`src/rtl/uart_pkg.sv`:
```
// Shared constants, state encoding and divider helper for the 9-bit UART link.
package uart_pkg;

    localparam int unsigned DATA_BITS_DEF = 9;
    localparam int unsigned STOP_BITS     = 1;

    // Receiver states kept as plain constants so legacy RTL can compare them directly.
    typedef logic [1:0] rx_state_t;
    localparam rx_state_t IDLE  = 2'd0;
    localparam rx_state_t START = 2'd1;
    localparam rx_state_t DATA  = 2'd2;
    localparam rx_state_t STOP  = 2'd3;

    function automatic int unsigned calc_div(
        input int unsigned clk_hz,
        input int unsigned baud_rate,
        input int unsigned sample_rate
    );
        return clk_hz / (baud_rate * sample_rate);
    endfunction

endpackage

```
`src/rtl/uart_rx_if.sv`:
```
// Receive-side word handshake between the UART receiver and its consumer.
interface uart_rx_if
    import uart_pkg::*;
#(
    parameter int unsigned DATA_BITS = DATA_BITS_DEF
) ();

    logic [DATA_BITS-1:0] data;
    logic                 data_valid;
    logic                 data_ack;
    logic                 framing_error;
    logic                 overrun;
    logic                 overrun_clear;
    logic                 busy;

    modport master (
        output data,
        output data_valid,
        output framing_error,
        output overrun,
        output busy,
        input  data_ack,
        input  overrun_clear
    );

    modport slave (
        input  data,
        input  data_valid,
        input  framing_error,
        input  overrun,
        input  busy,
        output data_ack,
        output overrun_clear
    );

endinterface

```
`src/rtl/uart_rx_tick_gen.sv`:
```
// Oversample tick divider: one-cycle tick every DIV clocks, realignable with restart.
module uart_rx_tick_gen
    import uart_pkg::*;
#(
    parameter int unsigned DIV = 162
) (
    input  logic clock,
    input  logic reset,
    input  logic restart,
    output logic tick
);

    localparam int unsigned CW = (DIV > 1) ? $clog2(DIV) : 1;
    localparam logic [CW-1:0] LAST = CW'(DIV - 1);

    logic [CW-1:0] count_q;

    always_ff @(posedge clock) begin
        if (reset || restart) begin
            count_q <= '0;
        end else if (count_q == LAST) begin
            count_q <= '0;
        end else begin
            count_q <= count_q + 1'b1;
        end
    end

    assign tick = (count_q == LAST);

endmodule

```
`src/rtl/uart_rx.sv`:
```
// 9-bit LSB-first UART receiver: 2-flop synchroniser, mid-bit sampling FSM,
// valid/ack word handshake with framing-error pulse and sticky overrun.
module uart_rx
    import uart_pkg::*;
#(
    parameter int unsigned CLK_HZ      = 25_000_000,
    parameter int unsigned BAUD_RATE   = 9600,
    parameter int unsigned SAMPLE_RATE = 16,
    parameter int unsigned DATA_BITS   = DATA_BITS_DEF
) (
    input  logic      clock,
    input  logic      reset,
    input  logic      rx,
    uart_rx_if.master bus
);

    localparam int unsigned DIV = calc_div(CLK_HZ, BAUD_RATE, SAMPLE_RATE);
    localparam int unsigned TW  = $clog2(SAMPLE_RATE);
    localparam int unsigned BW  = $clog2(DATA_BITS + 1);

    localparam logic [TW-1:0] HALF_LAST = TW'(SAMPLE_RATE / 2 - 1);
    localparam logic [TW-1:0] FULL_LAST = TW'(SAMPLE_RATE - 1);
    localparam logic [BW-1:0] BIT_LAST  = BW'(DATA_BITS - 1);

    logic                 rx_meta_q, rx_s_q;
    rx_state_t            state_q, state_d;
    logic [TW-1:0]        tick_cnt_q, tick_cnt_d;
    logic [BW-1:0]        bit_idx_q, bit_idx_d;
    logic [DATA_BITS-1:0] shift_q, shift_d;
    logic [DATA_BITS-1:0] data_q, data_d;
    logic                 valid_q, valid_d;
    logic                 fe_q, fe_d;
    logic                 ovr_q, ovr_d;
    logic                 brk_q, brk_d;
    logic                 restart;
    logic                 tick;
    logic                 stop_good;
    logic                 ovr_set;

    uart_rx_tick_gen #(
        .DIV (DIV)
    ) u_tick_gen (
        .clock   (clock),
        .reset   (reset),
        .restart (restart),
        .tick    (tick)
    );

    always_comb begin
        state_d    = state_q;
        tick_cnt_d = tick_cnt_q;
        bit_idx_d  = bit_idx_q;
        shift_d    = shift_q;
        brk_d      = brk_q;
        restart    = 1'b0;
        fe_d       = 1'b0;
        stop_good  = 1'b0;

        unique case (state_q)
            IDLE: begin
                // After a low stop bit, wait for the line to return high first.
                if (brk_q) begin
                    if (rx_s_q) begin
                        brk_d = 1'b0;
                    end
                end else if (!rx_s_q) begin
                    restart    = 1'b1;
                    tick_cnt_d = '0;
                    state_d    = START;
                end
            end
            START: begin
                if (tick) begin
                    if (tick_cnt_q == HALF_LAST) begin
                        if (!rx_s_q) begin
                            tick_cnt_d = '0;
                            bit_idx_d  = '0;
                            state_d    = DATA;
                        end else begin
                            state_d = IDLE;
                        end
                    end else begin
                        tick_cnt_d = tick_cnt_q + 1'b1;
                    end
                end
            end
            DATA: begin
                if (tick) begin
                    if (tick_cnt_q == FULL_LAST) begin
                        tick_cnt_d = '0;
                        shift_d    = {rx_s_q, shift_q[DATA_BITS-1:1]};
                        bit_idx_d  = bit_idx_q + 1'b1;
                        if (bit_idx_q == BIT_LAST) begin
                            state_d = STOP;
                        end
                    end else begin
                        tick_cnt_d = tick_cnt_q + 1'b1;
                    end
                end
            end
            STOP: begin
                if (tick) begin
                    if (tick_cnt_q == FULL_LAST) begin
                        tick_cnt_d = '0;
                        state_d    = IDLE;
                        if (rx_s_q) begin
                            stop_good = 1'b1;
                        end else begin
                            fe_d  = 1'b1;
                            brk_d = 1'b1;
                        end
                    end else begin
                        tick_cnt_d = tick_cnt_q + 1'b1;
                    end
                end
            end
            default: state_d = IDLE;
        endcase
    end

    // A word load beats a same-cycle ack; an ack arriving with the load also suppresses overrun.
    always_comb begin
        data_d  = data_q;
        valid_d = valid_q;
        ovr_set = 1'b0;
        if (stop_good) begin
            data_d  = shift_q;
            valid_d = 1'b1;
            ovr_set = valid_q && !bus.data_ack;
        end else if (bus.data_ack) begin
            valid_d = 1'b0;
        end

        if (ovr_set) begin
            ovr_d = 1'b1;
        end else if (bus.overrun_clear) begin
            ovr_d = 1'b0;
        end else begin
            ovr_d = ovr_q;
        end
    end

    always_ff @(posedge clock) begin
        if (reset) begin
            rx_meta_q  <= 1'b1;
            rx_s_q     <= 1'b1;
            state_q    <= IDLE;
            tick_cnt_q <= '0;
            bit_idx_q  <= '0;
            shift_q    <= '0;
            data_q     <= '0;
            valid_q    <= 1'b0;
            fe_q       <= 1'b0;
            ovr_q      <= 1'b0;
            brk_q      <= 1'b0;
        end else begin
            rx_meta_q  <= rx;
            rx_s_q     <= rx_meta_q;
            state_q    <= state_d;
            tick_cnt_q <= tick_cnt_d;
            bit_idx_q  <= bit_idx_d;
            shift_q    <= shift_d;
            data_q     <= data_d;
            valid_q    <= valid_d;
            fe_q       <= fe_d;
            ovr_q      <= ovr_d;
            brk_q      <= brk_d;
        end
    end

    assign bus.data          = data_q;
    assign bus.data_valid    = valid_q;
    assign bus.framing_error = fe_q;
    assign bus.overrun       = ovr_q;
    assign bus.busy          = (state_q != IDLE);

endmodule

```
`src/flat_wrapper.sv`:
```
// flat-port wrapper written by rule: the top's interface ports become plain ports
module uart_rx_flat import uart_pkg::*;
#(
    parameter int unsigned CLK_HZ      = 25_000_000,
    parameter int unsigned BAUD_RATE   = 9600,
    parameter int unsigned SAMPLE_RATE = 16,
    parameter int unsigned DATA_BITS   = DATA_BITS_DEF
)
  (clock, reset, rx, bus_data, bus_data_valid, bus_framing_error, bus_overrun, bus_busy, bus_data_ack, bus_overrun_clear);
  uart_rx_if #(.DATA_BITS(DATA_BITS)) bus_i ();
  input  logic clock;
  input  logic reset;
  input  logic rx;
  output wire logic [$bits(bus_i.data)-1:0] bus_data;
  output wire logic [$bits(bus_i.data_valid)-1:0] bus_data_valid;
  output wire logic [$bits(bus_i.framing_error)-1:0] bus_framing_error;
  output wire logic [$bits(bus_i.overrun)-1:0] bus_overrun;
  output wire logic [$bits(bus_i.busy)-1:0] bus_busy;
  input wire logic [$bits(bus_i.data_ack)-1:0] bus_data_ack;
  input wire logic [$bits(bus_i.overrun_clear)-1:0] bus_overrun_clear;
  assign bus_data = bus_i.data;
  assign bus_data_valid = bus_i.data_valid;
  assign bus_framing_error = bus_i.framing_error;
  assign bus_overrun = bus_i.overrun;
  assign bus_busy = bus_i.busy;
  assign bus_i.data_ack = bus_data_ack;
  assign bus_i.overrun_clear = bus_overrun_clear;
  uart_rx #(.CLK_HZ(CLK_HZ), .BAUD_RATE(BAUD_RATE), .SAMPLE_RATE(SAMPLE_RATE), .DATA_BITS(DATA_BITS)) u_core (.clock(clock), .reset(reset), .rx(rx), .bus(bus_i));
endmodule
```
`config.mk`:
```
export PLATFORM = sky130hd
export DESIGN_NAME = uart_rx_flat
export DESIGN_NICKNAME = d
export VERILOG_FILES = /design/src/rtl/uart_pkg.sv /design/src/rtl/uart_rx_if.sv /design/src/rtl/uart_rx_tick_gen.sv /design/src/rtl/uart_rx.sv /design/src/flat_wrapper.sv
export SDC_FILE = /design/constraint.sdc
export NUM_CORES = 1
export LEC_CHECK = 0
export ABC_AREA = 1
export CELL_PAD_IN_SITES_DETAIL_PLACEMENT = 0
export CELL_PAD_IN_SITES_GLOBAL_PLACEMENT = 1
export CORE_MARGIN = 5
export CORE_UTILIZATION = 35
export CTS_CLUSTER_DIAMETER = 40
export CTS_CLUSTER_SIZE = 16
export DETAILED_ROUTE_END_ITERATION = 12
export GPL_ROUTABILITY_DRIVEN = 1
export PLACE_DENSITY = 0.77
export SKIP_CTS_REPAIR_TIMING = 1
export SYNTH_ARGS = -nofsm -noshare
export SYNTH_HDL_FRONTEND = slang
export SYNTH_SLANG_ARGS = --single-unit
```
`constraint.sdc`:
```
create_clock -name clock -period 3.5 [get_ports clock]
set_input_delay 0.875 -clock clock [delete_from_list [all_inputs] [get_ports clock]]
set_output_delay 0.875 -clock clock [all_outputs]
set_load 0.005 [all_outputs]
```
Word-level counts from Yosys, hierarchy flattened
Cells that the tools add are included.
Word-level totals
  output and inout bits: 13
  word-level logic and storage cells: 95
  bits in registers: 42
Cells by class
  equality and inequality tests: 19
  bitwise logic cells: 3
  add/subtract/negate cells: 3
  reduce and logical (&&, ||, !) cells: 17
  muxes and demuxes: 41
Operators by type and width (count)
  $mux W4: 11
  $mux W2: 10
  $mux W1: 16
  $ne A2 B1 Y1 const B: 8
  $pmux W4 S3: 1
  $reduce_bool A2 Y1: 5
  $reduce_and A9 Y1: 1
  $add A4 B1 Y4 const B: 2
  $add A8 B1 Y8 const B: 1
  $eq A4 B4 Y1 const B: 2
  $eq A8 B8 Y1 const B: 1
  $ne A2 B2 Y1 const B: 4
  $pmux W2 S4: 1
  $pmux W4 S2: 1
  $reduce_and A3 Y1: 2
  $reduce_and A6 Y1: 1
  $eq A2 B2 Y1 const B: 2
  $eq A4 B3 Y1 const B: 1
  $reduce_and A4 Y1: 1
  $reduce_or A2 Y1: 2
  $reduce_or A4 Y1: 1
  $not A1 Y1: 3
  $eq A2 B1 Y1 const B: 1
  $logic_not A2 Y1: 1
  other kinds (4): 4

Longest topological paths before layout
Gate-level depths: netlist (run 1).
  word-level depth: 6
  depth in mapped cells: 11

Modules after synthesis
From an unflattened synthesis (run 1), not the netlist that was laid out.
Second synthesis, totals
  cells, all modules: 251
  area total of the unflattened synthesis: 1864.3 um2
By module, submodules not included
  uart_rx: instances 1, cells an instance 197, area an instance 1465.2 um2, seq. area each 680.7 um2
  uart_rx_tick_gen: instances 1, cells an instance 54, area an instance 399.1 um2, seq. area each 160.2 um2

Worst setup path after synthesis (run 1)
Ideal clock, no wire load.
  kind: input to register
  start: in reset
  end: reg u_core.shift_q[3]
  stages on the path: 4
  data arrival time: 1.492 ns
  slack: 1.938 ns
  path buffers: 1
  cells stage by stage: inv_1 -> clkbuf_1 -> o21ai_0 -> a21oi_1
RTL lines
  from (decl): RTL line flat_wrapper.sv:12  | input logic reset;
  to (signal assigned): RTL line uart_rx.sv:162  | shift_q <= shift_d;
  to (decl): RTL line uart_rx.sv:29  | logic [DATA_BITS-1:0] shift_q, shift_d;

Worst setup path after layout (run 1)
  start: reg u_core.state_q[0]
  end: out bus_busy
Between the ends
  cells in the longest elaborated chain, start to end: 1
RTL lines
  from (decl): RTL line uart_rx.sv:26  | rx_state_t state_q, state_d;
  from (signal assigned): RTL line uart_rx.sv:159  | state_q <= state_d;
  $reduce_bool A2 Y1: RTL line uart_rx.sv:175  | assign bus.busy = (state_q != IDLE);
  to (decl): RTL line flat_wrapper.sv:18  | output wire logic [$bits(bus_i.busy)-1:0] bus_busy;
No other way between the ends.

==> results.yml, run 1 <==
floorplan:
  ios: 18
  num_rows: 27
  design.core.area_mm2: 0.00551
  initial_core_util_pct: 36.1
  fp.dieH_um: 85.4
  die_x_um: 85.4
  die_area_mm2: 0.00729
clock_tree:
  clock_path_buffers: 2
  clkTransAtPathRegs_ns: 0.09
  clockRootBuffer: "clkbuf_8"
  cts_sinks: 42
  cts_tree: "done"
  cts_made_buffers: 5
  htree_num_levels: 2
  clock_latency_ns: 0.30
logic_synthesis:
  yosys_warnings: 0
  syn_inst: 258
  ys_types: 33
  yosys_register_bits: 42
  syn-mean-instance-area_um2: 7.71
  async_flop_share_pct: 0
  netlist_area_mm2: 0.00199
  ys_seq_area_share_pct: 42.3
  syn_nets: 268
  synth_edf_count: 0
  synthFlopType: "dfxtp_1"
sta:
  finalSetupViolations: 0
  tns_ns: 0
  fmax_mhz: 402
  min_period_over_period_pct: 71.2
  rsz0062_at_grt: "false"
  worst_pin_slew_ns: 1.00
  skew_ns: 0.00966
  drv_slew: 0
  slew_headroom_pct: 33.3
  layout_min_cycle_time_ns: 2.49
  finalHoldViolations: 0
power:
  power_density_mw_per_mm2: 463
  ir_drop_mv: 0.204
  p_int_mw: 0.717
  p_leak_nw: 0.886
  p_switching_mw: 0.351
  clockPowerShare_pct: 29.8
  seqPwrFrac_pct: 48.2
  power.share.switching_pct: 32.9
  combinationalPowerShare_pct: 22.0
outcome:
  status: "finished clean"
routing:
  drt-met1-wl_um: 1930
  drt-wirelength-per-cell_um: 11.1
  route.met3.wl_um: 96
  dr_wl_met2_um: 1820
  viasPerCell: 4.63
  vias: 1622
  drtAntennaViolNets: 0
  first_pass_iters: 4
  wl_um: 3900
  drc_errors: 0
  highest_layer: "met4"
  drtIter0Drc: 79
worst_setup_path:
  startpoint_type: "register"
  r2r_setup_slack_ns: 1.39
  critPathBufInv: 2
  rr_worst_depth: 9
  reg2reg_to: "u_core.bus.overrun"
  path_max_fanout: 8
  cp-end-kind: "output pin"
  path_class: "reg2out"
  r2r_start: "u_core.tick_cnt_q[1]"
  path_depth: 3
  critPathTopFamily: "buffers and inverters"
  crit_path_cell_trace: "nor2_2 -> inv_1 -> clkdlybuf4s50_1"
  arrival_ns: 1.62
  max_stage_delay_ns: 0.54
  cp_data_required_time_ns: 2.62
  critPathSlowestCell: "dfxtp_1"
finish:
  drive_gt1_share_pct: 16.2
  mostFrequentLayoutCells: "dfxtp_1 (42), inv_1 (35), nand2_1 (35)"
  syn2layout_area_growth_pct: 16.0
  seqCellArea_um2: 841
  antennaDiodeCount: 0
  final_common_cell: "dfxtp_1"
  layout.nets: 287
  multi_input_area_um2: 948
  num-fill-cells: 553
  final_area_mm2: 0.00231
placement:
  hpwl_um: 2700
  place_congestion: 0.792
  io_buffers: 17
  postPlaceCellArea_mm2: 0.00222
run:
  maxCapViolCount: 0
worst_hold_path:
  hp-start: "u_core.rx_meta_q"
  hold_end: "u_core.rx_s_q"
  min_path_cells: 1
  hold_path_class: "reg2reg"
global_routing:
  grt_max_degree: 21
  grt_pass1_wl_um: 6530
  grt_pass1_vias: 1486
  antenna_found_initial: 0
  grt-ovfl-total: 0
  gr-usage-all-layers_pct: 11.1
worst reg2reg max path: cells and delay by family, from the launching register on:
kind	cells	cell delay, ns
flops	1	0.37
fa+ha+maj	1	0.22
compound gates	1	0.15
buf+inv	2	0.15
simple gates	5	1.16
through the flow:
stage	cells	util, %	worst slack (ns)	power (mW)	hold WS (ns)
final	350	41.9	1.01	1.07	0.432
after global routing	350	41.9	0.888	1.13	0.449
after CTS	350	41.9	1.00	1.08	0.442
after detailed placement	342	40.2	1.16	0.757	0.417
after global placement	342	40.2	1.21	0.756	0.404
after floorplan	258	-	1.94	0.698	0.389
metal layers:
metal	vias up	track usage (%)
met2	19	17.3
met4	0	4.75
met5	-	0
met3	4	3.11
met1	727	14.3
li1	872	-
synth_stat cells (2+ instances only):
master | count | area share, %
o21ai_1 | 12 | 3.0
nor2_4 | 2 | 1.1
nor2_2 | 5 | 1.6
buf_6 | 2 | 1.1
inv_2 | 6 | 1.1
a21oi_2 | 8 | 3.5
nand2_2 | 6 | 1.9
ha_1 | 5 | 3.1
nand3_1 | 13 | 3.3
nor2_1 | 23 | 4.3
nor3_1 | 4 | 1.0
o21ai_0 | 13 | 3.3
nand2_1 | 35 | 6.6
nand4_1 | 5 | 1.6
dfxtp_1 | 42 | 42
clkbuf_1 | 2 | 0.38
nor3b_1 | 3 | 1.1
a21oi_1 | 19 | 4.8
buf_2 | 2 | 0.50
a31oi_1 | 2 | 0.63
or2_2 | 2 | 0.63
nand3_2 | 2 | 1.0
inv_1 | 35 | 6.6
power groups by stage:
stage               Sequential, mW  Clock [mW]  Combinational, mW
global route                 0.517       0.349              0.267
CTS                          0.514       0.329              0.236
global placement             0.525           0              0.232
detailed placement           0.525           0              0.231
floorplan                    0.508           0              0.190
finish                       0.514       0.318              0.235
final cells by class:
class                           count  share of cell area, %
Clock buffer                        5                   2.98
Clock inverter                      3                  0.922
Inverter                           42                   6.89
Multi-Input combinational cell    168                   41.1
Sequential cell                    42                   36.5
Tap cell                           72                   3.91
Timing Repair Buffer               18                   7.70
kinds of logic (layout without fill, tap and decap cells):
logic type	count (synthesis)	in the layout	synth area share (%)
flops	42	42	42.3
fa+ha+maj	5	5	3.15
buf+inv	48	68	10.0
xor+xnor	1	1	0.441
simple gates	104	104	26.9
compound gates	58	58	17.2
sequential cells by signal, indices dropped and copies added, names as in the netlist, named ones only:
name and count:
u_core.bus.data_valid 1, u_core.rx_meta_q 1, u_core.bus.overrun 1, u_core.u_tick_gen.count_q 8
u_core.shift_q 9, u_core.bus.data 9, u_core.brk_q 1, u_core.bus.framing_error 1
u_core.tick_cnt_q 4, u_core.state_q 1, u_core.bit_idx_q 4, u_core.rx_s_q 1
how the worst max path moves through the flow:
stage,startpoint,slack (ns),to
6_report,u_core.state_q[0],1.01,bus_busy
5_1_grt,u_core.state_q[0],0.89,bus_busy
4_1_cts,u_core.state_q[0],1.00,bus_busy
3_5_place_dp,reset,1.16,u_core.u_tick_gen.count_q[5]
3_3_place_gp,reset,1.21,u_core.u_tick_gen.count_q[5]
2_1_floorplan,reset,1.94,u_core.shift_q[3]
Note: power is estimated with default switching activity, not from simulation.
==> run 2, diff against run 1 <==
PLACE_DENSITY = 0.8   (was 0.77)
clock period = 2.2 ns   (was 3.5 ns; I/O delays follow)
==> results.yml, run 2 (synthesis gave the netlist of run 1 again) <==
sta:
  fmax_mhz: 508
  slew_headroom_pct: 78.8
  drv_slew: 0
  worst_pin_slew_ns: 0.316
  tns_ns: 0
  layout_min_cycle_time_ns: 1.97
  finalHoldViolations: 0
  min_period_over_period_pct: 89.6
  skew_ns: 0.00676
  finalSetupViolations: 0
  rsz0062_at_grt: "false"
finish:
  final_cells: 354
  mostFrequentLayoutCells: "dfxtp_1 (42), inv_1 (35), nand2_1 (35)"
  drive_gt1_share_pct: 16.7
  antennaDiodeCount: 0
  seqCellArea_um2: 841
  num-fill-cells: 572
  final_common_cell: "dfxtp_1"
  layout.nets: 291
  syn2layout_area_growth_pct: 18.3
  multi_input_area_um2: 948
worst_setup_path:
  critPathSlowestCell: "clkdlybuf4s50_1"
  cp_data_required_time_ns: 1.65
  r2r_start: "u_core.tick_cnt_q[1]"
  crit_path_cell_trace: "nor2_2 -> inv_1 -> clkdlybuf4s50_1"
  arrival_ns: 1.42
  r2r_setup_slack_ns: 0.51
  path_max_fanout: 5
  max_stage_delay_ns: 0.51
  critPathTopFamily: "buffers and inverters"
  path_class: "reg2out"
  critPathBufInv: 2
  rr_worst_depth: 10
  startpoint_type: "register"
  reg2reg_to: "u_core.bus.data[1]"
  cp-end-kind: "output pin"
worst_hold_path:
  hold_end: "u_core.rx_s_q"
  hp-start: "u_core.rx_meta_q"
  hold_path_class: "reg2reg"
  min_path_cells: 1
clock_tree:
  clockRootBuffer: "clkbuf_8"
  cts_sinks: 42
  clkTransAtPathRegs_ns: 0.08
  cts_tree: "done"
  cts_made_buffers: 5
  clock_path_buffers: 2
  clock_latency_ns: 0.29
  htree_num_levels: 2
routing:
  viasPerCell: 4.68
  first_pass_iters: 4
  drc_errors: 0
  wl_um: 3820
  vias: 1656
  drt-wirelength-per-cell_um: 10.8
  drtIter0Drc: 63
  drtAntennaViolNets: 0
floorplan:
  num_rows: 27
  die_x_um: 85.4
  design.core.area_mm2: 0.00551
  die_area_mm2: 0.00729
  initial_core_util_pct: 36.1
  ios: 18
  fp.dieH_um: 85.4
run:
  maxCapViolCount: 0
placement:
  io_buffers: 17
  place_congestion: 0.802
  dp.cells: 346
  hpwl_um: 2790
power:
  p_leak_nw: 0.915
  power_density_mw_per_mm2: 760
  ir_drop_mv: 0.331
global_routing:
  grt_pass1_wl_um: 7040
  grt-ovfl-total: 0
  grt_max_degree: 21
  antenna_found_initial: 0
  gr-usage-all-layers_pct: 11.9
  grt_pass1_vias: 1593
outcome:
  status: "finished clean"
## run 2: changes by cell type in the layout (fill, tap and decap cells not counted), sizes merged
cell | previous run | this run
clkinvlp | 1 | 0
buf | 1 | 5
bufinv | 0 | 1
clkbuf | 5 | 7
clkinv | 3 | 1
## run 2: worst max path at each step
stage,start,endpoint,cells past startpoint
5_1_grt,register,bus_busy,3
4_1_cts,register,bus_busy,3
6_report,register,bus_busy,3
3_3_place_gp,reset,u_core.u_tick_gen.count_q[5],6
3_5_place_dp,reset,u_core.u_tick_gen.count_q[5],6
2_1_floorplan,u_core.u_tick_gen.count_q[0],u_core.shift_q[5],7
## run 2: worst reg2reg max path, delay by kind of cell, from the launching register on
family / cells / cell delay, ns
adder cells (fa/ha/maj): 1 / 0.22
AND/OR/NAND/NOR: 4 / 0.38
flip-flops: 1 / 0.36
buffers and inverters: 3 / 0.44
AO/OA/AOI/OAI: 2 / 0.23
## run 2: per-layer routing
layer	vias to the layer above	routed length, um	global-route usage, %
met2	21	1780	18.8
li1	881	-	-
met1	746	1830	15.4
met3	8	104	2.72
met5	-	0	0
met4	0	99	5.61
## run 2: where the power goes
part	switching, mW	internal (mW)	total (mW)
sequential	0.0190	0.780	0.799
combinational	0.250	0.150	0.400
clock	0.249	0.340	0.589
## run 2: cell type report
class,count,share of cell area (%)
multi-input combinational,168,40.3
tap,72,3.83
clock inverter,1,1.28
clock buffer,7,3.24
inverter,42,6.76
timing repair buffer,22,8.83
sequential,42,35.7
## run 2: stage by stage
step	hold WS [ns]	setup WS (ns)	util (%)	instance area [um2]	power (mW)
after floorplan	0.389	0.804	-	1990	1.11
after global placement	0.393	0.505	40.8	2250	1.22
after detailed placement	0.399	0.479	40.8	2250	1.21
after CTS	0.420	0.212	42.7	2350	1.81
after global routing	0.453	0.0961	42.7	2350	1.91
final	0.409	0.230	42.7	2350	1.79
